`config.mk`:
```
export PLATFORM = sky130hd
export DESIGN_NAME = cpu_sequencer
export DESIGN_NICKNAME = d
export VERILOG_FILES = /design/src/rtl/cpu_sequencer.sv
export SDC_FILE = /design/constraint.sdc
export NUM_CORES = 1
export LEC_CHECK = 0
export ABC_AREA = 1
export CAP_MARGIN = 25
export CORE_ASPECT_RATIO = 0.8
export CORE_MARGIN = 2
export CORE_UTILIZATION = 51
export DETAILED_ROUTE_END_ITERATION = 12
export PLACE_DENSITY = 0.85
export SLEW_MARGIN = 20
export SYNTH_ARGS = -nofsm -noshare
export SYNTH_HDL_FRONTEND = slang
export SYNTH_SLANG_ARGS = --single-unit
```
`constraint.sdc`:
```
create_clock -name clk -period 2.35 [get_ports clk]
set_input_delay 0.705 -clock clk [delete_from_list [all_inputs] [get_ports clk]]
set_output_delay 0.705 -clock clk [all_outputs]
set_load 0.05 [all_outputs]
```
`src/rtl/cpu_sequencer.sv`:
```
// Multi-cycle control sequencer: walks each instruction through FETCH/DECODE/EXEC/MEM/WB,
// arbitrates the shared memory port, gates decoder write enables and counts retirements.
module cpu_sequencer #(
  parameter int INSTR_CNT_W = 16
) (
  input  logic                   clk,
  input  logic                   rst,
  input  logic                   start,
  input  logic                   dec_ld,
  input  logic                   dec_st,
  input  logic                   dec_wb,
  input  logic                   dec_psw,
  input  logic                   dec_branch,
  input  logic                   take_branch,
  input  logic                   dec_halt,
  input  logic                   mem_ack,
  output logic                   mem_req,
  output logic                   mem_we,
  output logic                   mem_sel_data,
  output logic                   ir_load,
  output logic                   pc_inc,
  output logic                   pc_load,
  output logic                   rf_wr_en,
  output logic                   psw_wr_en,
  output logic                   busy,
  output logic                   halted,
  output logic [INSTR_CNT_W-1:0] instr_count
);

  typedef enum logic [2:0] {
    IDLE   = 3'd0,
    FETCH  = 3'd1,
    DECODE = 3'd2,
    EXEC   = 3'd3,
    MEM    = 3'd4,
    WB     = 3'd5,
    HALT   = 3'd6
  } state_t;

  state_t state;
  logic   retire;

  // Branches (including JAL, whose link write happens in EXEC) never visit MEM or WB.
  always_comb begin
    retire = 1'b0;
    unique case (state)
      DECODE:  retire = dec_halt;
      EXEC:    retire = dec_branch | ~(dec_st | dec_ld | dec_wb);
      MEM:     retire = mem_ack & dec_st;
      WB:      retire = 1'b1;
      default: retire = 1'b0;
    endcase
  end

  always_ff @(posedge clk) begin
    if (rst) begin
      state       <= IDLE;
      instr_count <= '0;
    end else begin
      if (retire)
        instr_count <= instr_count + INSTR_CNT_W'(1);
      unique case (state)
        IDLE:    if (start) state <= FETCH;
        FETCH:   if (mem_ack) state <= DECODE;
        DECODE:  state <= dec_halt ? HALT : EXEC;
        EXEC: begin
          if (dec_branch)
            state <= FETCH;
          else if (dec_st || dec_ld)
            state <= MEM;
          else if (dec_wb)
            state <= WB;
          else
            state <= FETCH;
        end
        MEM:     if (mem_ack) state <= dec_st ? FETCH : WB;
        WB:      state <= FETCH;
        HALT:    state <= HALT;
        default: state <= IDLE;
      endcase
    end
  end

  always_comb begin
    mem_req      = 1'b0;
    mem_we       = 1'b0;
    mem_sel_data = 1'b0;
    ir_load      = 1'b0;
    pc_inc       = 1'b0;
    pc_load      = 1'b0;
    rf_wr_en     = 1'b0;
    psw_wr_en    = 1'b0;
    unique case (state)
      FETCH: begin
        mem_req = 1'b1;
        ir_load = mem_ack;
        pc_inc  = mem_ack;
      end
      EXEC: begin
        psw_wr_en = dec_psw;
        pc_load   = dec_branch & take_branch;
        rf_wr_en  = dec_branch & dec_wb;
      end
      MEM: begin
        mem_req      = 1'b1;
        mem_sel_data = 1'b1;
        mem_we       = dec_st;
      end
      WB:      rf_wr_en = 1'b1;
      default: ;
    endcase
  end

  assign busy   = (state != IDLE) && (state != HALT);
  assign halted = (state == HALT);

endmodule

```
==> impl_metrics.tcl, run 1 <==
set metrics [dict create \
    worstSkewPairLatency_ns 0.31 \
    worstSetupPathType "input port to primary output" \
    dieArea_sq_um 2920 \
    outcome "complete, no violations" \
    cts_made_buffers 3 \
    final-setup-viol-count 0 \
    number_of_unique_standard_cell_types_used_by_synthesis 24 \
    floorplan.die.width_um 59.9 \
    via_count 1436 \
    p_comb_share_pct 37.1 \
    number_of_global_route_vias_before_repair 1270 \
    endpoint_kind "primary output" \
    final_setup_slack_of_the_worst_path_ns 0.0574 \
    top_fanout_value_on_the_critical_path 3 \
    clock.fmax_ghz 0.436 \
    p_switching_w 0.000320 \
    drt.antenna.violating_nets 0 \
    yosys-top-cells-area "dfxtp_1, nand2_1, nor2_1" \
    clock_sinks 19 \
    drive_above_1_share_pct 16.3 \
    synth_cells 202 \
    dpl_worst_slack_ns -0.0363 \
    grt_first_pass_wirelength_mm 5.51 \
    final.min_clock_period_ns 2.29 \
    avg_cell_area_syn_sq_um 6.32 \
    cp.required_ns 1.64 \
    synthesis.yosys.warnings 0 \
    maximum_number_of_pins_on_one_net_before_global_route_repair 25 \
    final_net_count 258 \
    cap_viol_max_count 0 \
    num_rows 16 \
    utilization_pct 76.1 \
    finalHoldViolCount 0 \
    syn-num-nets 214 \
    die_outline_height_um 48.7 \
    final_cell_count_without_fillers 272 \
    dpl_wire_length_mm 2.57 \
    initial_utilization_pct 53.1 \
    final_gp_congestion 0.857 \
    power.static_leakage_nw 0.867 \
    layout_worst_path_cycle_share_pct 97.6 \
    postSynth.topFlopCell "dfxtp_1" \
    timing.hold.worst.class "flop to flop" \
    clock_tree.buffer_depth 2 \
    core_area_sq_um 2400 \
    clock_skew_after_layout_ns 0.00371 \
    setup.worst_path.start_class "input port" \
    clkTransAtPathRegs_ns 0.11 \
    number_of_flops_mapped_to_enable_cells_by_yosys 0 \
    h-tree-depth 1 \
    peakVddDrop_mv 0.325 \
    worst_slew_pin_slew_ns 0.520 \
    io_buffer_count 36 \
    drtPass1Iterations 4 \
    power-per-cell-area_nw_per_um2 456 \
    part_of_the_total_power_dissipated_in_sequential_elements_pct 42.1 \
    holdWs_ns 0.533 \
    timing.critical_path.arrival_ns 1.59 \
    report.power.total_w 0.000835 \
    initialDrtViolationCount 92 \
    route.final.wire_length_mm 3.31 \
    post_cts_setup_buffer_count 0 \
    p_int_w 0.000515 \
    vias_per_cell 5.28 \
    area_delta_synth_final_pct 43.3 \
    avgRoutedWirePerCell_um 12.2 \
    power.share.switching_pct 38.4 \
    num_io_pins 37 \
    ys_seq_elements 19 \
    synth_largest_area_cell "dfxtp_1" \
    final-max-slew-violation-count 0 \
    post_synthesis_sequential_area_ratio_pct 29.8 \
    drc 0 \
    synth_largest_type_area_fraction_pct 29.8 \
    globalRouteTotalUtil_pct 24.3 \
    antenna_violations_before_repair 0 \
    maxSlewHeadroom_pct 65.3 \
    synth_area_sq_um 1280 \
    root_buffer "clkbuf_4" \
    placed_cells 268 \
    clkPwrFrac_pct 20.8 \
    async_reset_ff_share_pct 0 \
    num_antenna_cells 0 \
    grt_overflow_total 0 \
    tritoncts "done" \
]
==> placed cells by master, fill, tap and decap left out, types with 2 or more instances in the layout <==
| master | netlist | routed |
|---|---|---|
| nand2_1 | 55 | 55 |
| nor2_1 | 30 | 28 |
| inv_1 | 21 | 21 |
| nand3_1 | 20 | 20 |
| a21oi_1 | 18 | 18 |
| clkdlybuf4s50_1 | 0 | 18 |
| dfxtp_1 | 19 | 17 |
| nand4_1 | 12 | 12 |
| buf_4 | 2 | 10 |
| dlymetal6s2s_1 | 0 | 8 |
| buf_12 | 0 | 8 |
| nor2_4 | 2 | 4 |
| o21ai_0 | 3 | 3 |
| clkbuf_4 | 0 | 3 |
| nor2_2 | 2 | 2 |
| inv_2 | 2 | 2 |
| nor3_1 | 2 | 2 |
| xnor2_1 | 2 | 2 |
| a21oi_2 | 2 | 2 |
| dfxtp_2 | 0 | 2 |
==> cell type report <==
| cell class | instances | area (sq um) |
|---|---|---|
| clock buffers | 3 | 22.5 |
| fillers | 189 | 573 |
| well taps | 27 | 33.8 |
| multi-input cells | 155 | 783 |
| flip-flops and latches | 19 | 383 |
| inverters | 23 | 86.3 |
| repair buffers | 44 | 515 |
| clock inverters | 1 | 5.00 |
==> per-stage QoR <==
step,cell area [sq um],setup TNS [ns]
final,1830,0
after detailed placement,1770,-0.0682
after global placement,1770,0
after floorplan,1280,0
after CTS,1800,0
after global routing,1830,-0.00257
==> power groups by stage <==
stage / Sequential [W] / Combinational (W) / Clock [W]
6_report: 0.000352 / 0.000309 / 0.000174
4_1_cts: 0.000350 / 0.000307 / 0.000179
3_5_place_dp: 0.000358 / 0.000303 / 0
5_1_grt: 0.000353 / 0.000330 / 0.000197
2_1_floorplan: 0.000359 / 0.000193 / 0
3_3_place_gp: 0.000357 / 0.000299 / 0
==> routing by layer <==
metal / track usage, % / routed length [um] / vias to the layer above
li1: - / - / 750
met1: 36.2 / 1600 / 640
met2: 34.8 / 1500 / 43
met3: 5.88 / 196 / 3
met4: 6.30 / 10 / 0
met5: 0 / 0 / -
==> state kept, by name, summed over array words and instances, names as in the netlist <==
signal / cells
state: 3
instr_count: 16
==> what timing repair did <==
| action | CTS | global route |
|---|---|---|
| resized for setup | 1 | 12 |
| pin swaps | 0 | 1 |
| hold buffers | 0 | 0 |
| setup endpoints to repair | 2 | 13 |
| hold endpoints to repair | 0 | 0 |
==> synth_stat cells, types with 2 or more instances <==
cell	number
a21oi_1	18
a21oi_2	2
buf_4	2
buf_6	2
dfxtp_1	19
inv_1	21
inv_2	2
nand2_1	55
nand3_1	20
nand4_1	12
nor2_1	30
nor2_2	2
nor2_4	2
nor3_1	2
o21ai_0	3
xnor2_1	2
==> cell families (layout without fill, tap and decap cells) <==
family | after synthesis | count (layout) | share of synthesized area (%)
buffers and inverters | 28 | 71 | 10.0
adder cells (fa/ha/maj) | 1 | 1 | 0.980
flip-flops | 19 | 19 | 29.8
XOR/XNOR | 2 | 2 | 1.37
AND/OR/NAND/NOR | 128 | 128 | 47.5
AO/OA/AOI/OAI | 24 | 24 | 10.3
==> worst paths after layout <==
| check | startpoint | to | slack [ns] | cells past startpoint |
|---|---|---|---|---|
| worst max register to register | instr_count[1] | instr_count[8] | 0.82 | 7 |
| worst min-delay path | instr_count[15] | instr_count[15] | 0.53 | 2 |
| worst min register to register | instr_count[15] | instr_count[15] | 0.53 | 2 |
| worst max-delay path | dec_branch | pc_load | 0.06 | 4 |
==> critical path, cell delays in order <==
cell             delay [ns]
clkdlybuf4s50_1        0.51
nand2_1                0.10
nor2_4                 0.13
buf_12                 0.14
Note: power is estimated with default switching activity, not from simulation.
==> run 2: changes to the inputs <==
CORE_UTILIZATION = 27   (was 51)
PLACE_DENSITY = default   (was 0.85)
==> run 2 against run 1 <==
Compared with the run above: highest routed layer unchanged; first-iteration DRC count is 28% lower; largest cell class unchanged; cell area increased by 0.27%; die area increased by 81%; clock skew grew 0.0039 ns; clock-buffer cell count unchanged; sequential power is essentially flat; via count decreased by 1.7%; worst hold slack got worse by 0.012 ns; non-clock buffer count decreased by 1; setup slack lost 0.010 ns; critical endpoint is now pc_inc; final cell count grew 12%; critical path depth is the same.
==> impl_metrics.tcl, run 2 (synthesis results as in run 1) <==
set metrics [dict create \
    outcome "complete, no violations" \
    worstHoldStart "instr_count[15]" \
    h-tree-depth 1 \
    clkTransAtPathRegs_ns 0.07 \
    grt_first_pass_wirelength_mm 5.60 \
    crit-reg2reg-capture "instr_count[13]" \
    clock_tree.buffer_depth 2 \
    floorplan.die.width_um 80.9 \
    number_of_flip_flops_under_the_largest_register_name 16 \
    antenna_violations_before_repair 0 \
    final-max-slew-violation-count 0 \
    final.setup.tns_ns 0 \
    met2WireLength_mm 1.32 \
    number_of_global_route_vias_before_repair 1190 \
    root_buffer "clkbuf_8" \
    grt_overflow_total 0 \
    clock_sinks 19 \
    layout_worst_path_cycle_share_pct 98.0 \
    num_io_pins 37 \
    reg.largest.list "instr_count x16, state x3" \
    worstSkewPairLatency_ns 0.26 \
    critical_path.max_stage_delay_ns 0.48 \
    io_buffer_count 36 \
    avgRoutedWirePerCell_um 10.6 \
    critical_path.n_buffers_inverters 3 \
    top_fanout_value_on_the_critical_path 2 \
    critPathTopFamily "buffers and inverters" \
    final_net_count 257 \
    holdPathEnd "instr_count[15]" \
    layout.cells.most_common "nand2_1" \
    setup.worst_path.start_class "input port" \
    final_cell_mix "nand2_1, nor2_1, clkdlybuf4s50_1" \
    drc 0 \
    timing.hold.worst.class "flop to flop" \
    worst-r2r-cell-count 7 \
    largest_register "instr_count" \
    worst_slew_pin_slew_ns 0.495 \
    number_of_cells_on_the_critical_path 4 \
    clock.fmax_ghz 0.434 \
    maxSlewHeadroom_pct 66.9 \
    grt_setup_unrepaired "no" \
    dieArea_sq_um 5300 \
    core_area_sq_um 4570 \
    final_gp_congestion 0.789 \
    via_count 1412 \
    worstSetupPathType "input port to primary output" \
    dpl_wire_length_mm 2.58 \
    finalHoldViolCount 0 \
    cts_made_buffers 3 \
    rr_startpoint "state[2]" \
    final.min_clock_period_ns 2.30 \
    r2r_setup_slack_ns 0.79 \
    highest-signal-layer "met4" \
    num_antenna_cells 0 \
    endpoint_kind "primary output" \
    routedLengthMet1_mm 1.68 \
    cap_viol_max_count 0 \
    tritoncts "done" \
    power-per-cell-area_nw_per_um2 487 \
    post_cts_setup_buffer_count 0 \
    met3WireLength_um 195 \
    initial_utilization_pct 27.9 \
    drt.antenna.violating_nets 0 \
    initialDrtViolationCount 66 \
    power.static_leakage_nw 0.720 \
    drtPass1Iterations 4 \
    maximum_number_of_pins_on_one_net_before_global_route_repair 25 \
    clock_skew_after_layout_ns 0.00760 \
    cp.required_ns 1.64 \
    timing.critical_path.arrival_ns 1.60 \
    drive_above_1_share_pct 16.8 \
    die_outline_height_um 65.5 \
    worstPathCellList "clkdlybuf4s50_1 > inv_1 > nor2_4 > buf_12" \
    route.final.wire_length_mm 3.21 \
    vias_per_cell 4.64 \
    final-setup-viol-count 0 \
    peakVddDrop_mv 0.233 \
    num_rows 22 \
    area_delta_synth_final_pct 43.7 \
    holdWs_ns 0.521 \
    globalRouteTotalUtil_pct 13.4 \
    hold_path_depth 2 \
    crit_path_top_delay_cell "clkdlybuf4s50_1" \
    critical_path_origin "mem_ack" \
]
==> run 2: changes by cell type in the layout (fill, tap and decap cells not counted) <==
cell / delta
dlymetal6s2s_1: -8
buf_4: +4
clkdlybuf4s50_1: +4
clkbuf_4: -3
clkbuf_8: +3
dfxtp_1: +2
dfxtp_2: -2
buf_12: -1
clkinv_2: -1
clkinvlp_4: +1
nor2_2: +1
nor2_4: -1
==> run 2: through the flow <==
step | setup WS, ns | utilization [%] | power [W] | std cells | area (sq um)
6_report | 0.0474 | 40.1 | 0.000893 | 304 | 1830
5_1_grt | 0.00668 | 40.1 | 0.000943 | 304 | 1830
4_1_cts | 0.00381 | 40.1 | 0.000906 | 304 | 1830
3_5_place_dp | -0.0113 | 38.9 | 0.000659 | 300 | 1780
3_3_place_gp | 0.00586 | 38.9 | 0.000659 | 300 | 1780
2_1_floorplan | 0.0597 | - | 0.000552 | 202 | 1280
==> run 2: repair_timing <==
action,CTS,global route
hold buffers,0,0
pin swaps,0,1
endpoints found under the setup margin,2,1
gates resized for setup,1,1
==> run 2: final cells by class <==
class | count | area (sq um)
Clock inverter | 1 | 7.51
Clock buffer | 3 | 41.3
Inverter | 23 | 86.3
Multi-Input combinational cell | 155 | 778
Timing Repair Buffer | 43 | 465
Sequential cell | 19 | 380
Fill cell | 507 | 2740
Tap cell | 60 | 75.1
==> run 2: layer usage <==
layer | track usage, % | vias up
li1 | - | 743
met5 | 0 | -
met2 | 17.5 | 27
met1 | 21.2 | 639
met3 | 3.98 | 3
met4 | 2.75 | 0
==> run 2: worst max-delay path by stage <==
stage	to	slack [ns]
6_report	pc_inc	0.05
5_1_grt	mem_we	0.007
4_1_cts	pc_load	0.004
3_5_place_dp	pc_inc	-0.01
3_3_place_gp	ir_load	0.006
2_1_floorplan	busy	0.06
==> run 2: tightest hold or removal path: stages, from the launching register on <==
cell and delay, ns:
dfxtp_1 0.36, a21oi_1 0.05, nor2_1 0.08
==> run 2: power by group <==
group / switching (W) / internal, W / leakage, nW
registers: 0.0000201 / 0.000332 / 0.153
logic: 0.000187 / 0.000117 / 0.545
clock network: 0.000117 / 0.000120 / 0.0217
==> run 3: changes to the inputs <==
REMOVE_ABC_BUFFERS = 1   (was default)
clock period = 2.3 ns   (was 2.35 ns; I/O delays follow)
==> run 3 against run 2 <==
Compared with the run above: via count rose by 1.4%; first-iteration DRC count rose by 44%; sequential power rose by 2%; setup slack improved by 0.0058 ns; non-clock buffer count rose by 1; wire length rose by 7.9%; clock power rose by 3%; die area did not move; total power rose by 5.2%; sequential share of layout area fell by 0.17 points; critical endpoint is now rf_wr_en.
==> impl_metrics.tcl, run 3 (synthesis results as in run 1) <==
set metrics [dict create \
    final-setup-viol-count 0 \
    cap_viol_max_count 0 \
    p_switching_w 0.000339 \
    dpl_wire_length_mm 2.75 \
    num_rows 22 \
    final_gp_congestion 0.835 \
    maximum_number_of_pins_on_one_net_before_global_route_repair 25 \
    groute.layer.met1.usage_pct 21.5 \
    timing.critical_path.arrival_ns 1.56 \
    power.share.switching_pct 36.1 \
    critical_path.n_buffers_inverters 2 \
    grt_setup_unrepaired "no" \
    drt.antenna.violating_nets 0 \
    grt_overflow_total 0 \
    dieArea_sq_um 5300 \
    critical_path.endpoint "rf_wr_en" \
    largest_register "instr_count" \
    vias_per_cell 4.70 \
    drc 0 \
    power.static_leakage_nw 0.760 \
    io_buffer_count 36 \
    worst-r2r-cell-count 7 \
    top_fanout_value_on_the_critical_path 3 \
    number_of_cells_on_the_critical_path 3 \
    cts_made_buffers 3 \
    clkTransAtPathRegs_ns 0.08 \
    layout.cells.most_common "nand2_1" \
    timing.hold.worst.class "flop to flop" \
    cp.required_ns 1.61 \
    clock_sinks 19 \
    drtPass1Iterations 4 \
    grt_first_pass_wirelength_mm 5.89 \
    peakVddDrop_mv 0.322 \
    initialDrtViolationCount 95 \
    avgRoutedWirePerCell_um 11.4 \
    critPathTopFamily "buffers and inverters" \
    final_net_count 258 \
    clkPwrFrac_pct 25.9 \
    initial_utilization_pct 27.9 \
    p_int_w 0.000600 \
    post_cts_setup_buffer_count 0 \
    antenna_violations_before_repair 0 \
    layout_worst_path_cycle_share_pct 97.7 \
    number_of_global_route_vias_before_repair 1249 \
    final.min_clock_period_ns 2.25 \
    via_count 1432 \
    groute.layer.met3.usage_pct 3.16 \
    critical_path.max_stage_delay_ns 0.45 \
    number_of_flip_flops_under_the_largest_register_name 16 \
    reg.largest.list "instr_count x16, state x3" \
    worst_slew_pin_slew_ns 0.499 \
    rr_startpoint "instr_count[0]" \
    worstPathCellList "clkdlybuf4s50_1 > a31o_2 > buf_12" \
    placed_cells 301 \
    clock_skew_after_layout_ns 0.00267 \
    final_setup_slack_of_the_worst_path_ns 0.0532 \
    global_route.peak_usage_layer "met1" \
    setup.worst_path.start_class "input port" \
    outcome "complete, no violations" \
    tritoncts "done" \
    finalHoldViolCount 0 \
    h-tree-depth 1 \
    power-per-cell-area_nw_per_um2 504 \
    r2r_setup_slack_ns 0.73 \
    part_of_the_total_power_dissipated_in_sequential_elements_pct 38.1 \
    worstSkewPairLatency_ns 0.26 \
    cts_resized 0 \
    worstSetupPathType "input port to primary output" \
    final-max-slew-violation-count 0 \
    final_cell_mix "nand2_1, nor2_1, inv_1" \
    dpl_worst_slack_ns 0.00785 \
    crit-reg2reg-capture "instr_count[15]" \
    clock_tree.buffer_depth 2 \
    core_area_sq_um 4570 \
    area_delta_synth_final_pct 45.9 \
    die_outline_height_um 65.5 \
    globalRouteTotalUtil_pct 14.1 \
    floorplan.die.width_um 80.9 \
    post_cts_hold_buffer_count 0 \
    num_antenna_cells 0 \
    p_comb_share_pct 35.9 \
    crit_path_top_delay_cell "clkdlybuf4s50_1" \
    maxSlewHeadroom_pct 66.6 \
    clock.fmax_ghz 0.445 \
    endpoint_kind "primary output" \
    num_io_pins 37 \
    grt.met2_usage_pct 20.9 \
    root_buffer "clkbuf_8" \
    drive_above_1_share_pct 20.4 \
    route.final.wire_length_mm 3.46 \
    critical_path_origin "dec_branch" \
    final_cell_count_without_fillers 305 \
]
==> run 3: how the worst min path moves through the flow <==
stage	cells after the start	slack [ns]	from	endpoint
after floorplan	4	0.61	state[0]	state[0]
after global placement	2	0.50	instr_count[15]	instr_count[15]
after detailed placement	2	0.51	instr_count[15]	instr_count[15]
after CTS	2	0.53	instr_count[15]	instr_count[15]
after global routing	2	0.57	instr_count[15]	instr_count[15]
final	2	0.52	instr_count[15]	instr_count[15]
==> run 3: power by group through the flow <==
stage          clock network, W  registers (W)  logic [W]
2_1_floorplan                 0       0.000370   0.000176
4_1_cts                0.000247       0.000357   0.000337
3_3_place_gp                  0       0.000366   0.000334
5_1_grt                0.000266       0.000360   0.000356
6_report               0.000243       0.000358   0.000337
3_5_place_dp                  0       0.000365   0.000336
==> run 3: per-layer routing <==
layer | vias to the layer above | share of wire (%)
li1 | 747 | -
met1 | 650 | 51
met2 | 33 | 44
met3 | 2 | 5.1
met4 | 0 | 0.23
met5 | - | 0
==> run 3: stage by stage <==
| step | utilization (%) | hold slack, ns | TNS (ns) | cell area (sq um) | total power [W] |
|---|---|---|---|---|---|
| after floorplan | - | 0.606 | -0.792 | 1230 | 0.000546 |
| after CTS | 40.5 | 0.526 | 0 | 1850 | 0.000941 |
| after detailed placement | 39.5 | 0.508 | 0 | 1810 | 0.000701 |
| after global placement | 39.5 | 0.500 | 0 | 1810 | 0.000699 |
| after global routing | 40.7 | 0.573 | 0 | 1860 | 0.000982 |
| final | 40.7 | 0.520 | 0 | 1860 | 0.000939 |
==> run 3: worst reg2reg max path, stage by stage (launching register included) <==
cell	delay [ns]
dfxtp_1	0.40
inv_1	0.10
nor2_1	0.39
nand3_1	0.20
nor2_1	0.17
nand3_1	0.10
nand2_1	0.07
nor2_1	0.04
==> run 3: layout make-up <==
class	count	area (sq um)
Fill cell	511	2710
Sequential cell	19	383
Multi-Input combinational cell	155	773
Tap cell	60	75.1
Timing Repair Buffer	44	498
Inverter	23	86.3
Clock buffer	3	41.3
Clock inverter	1	5.00
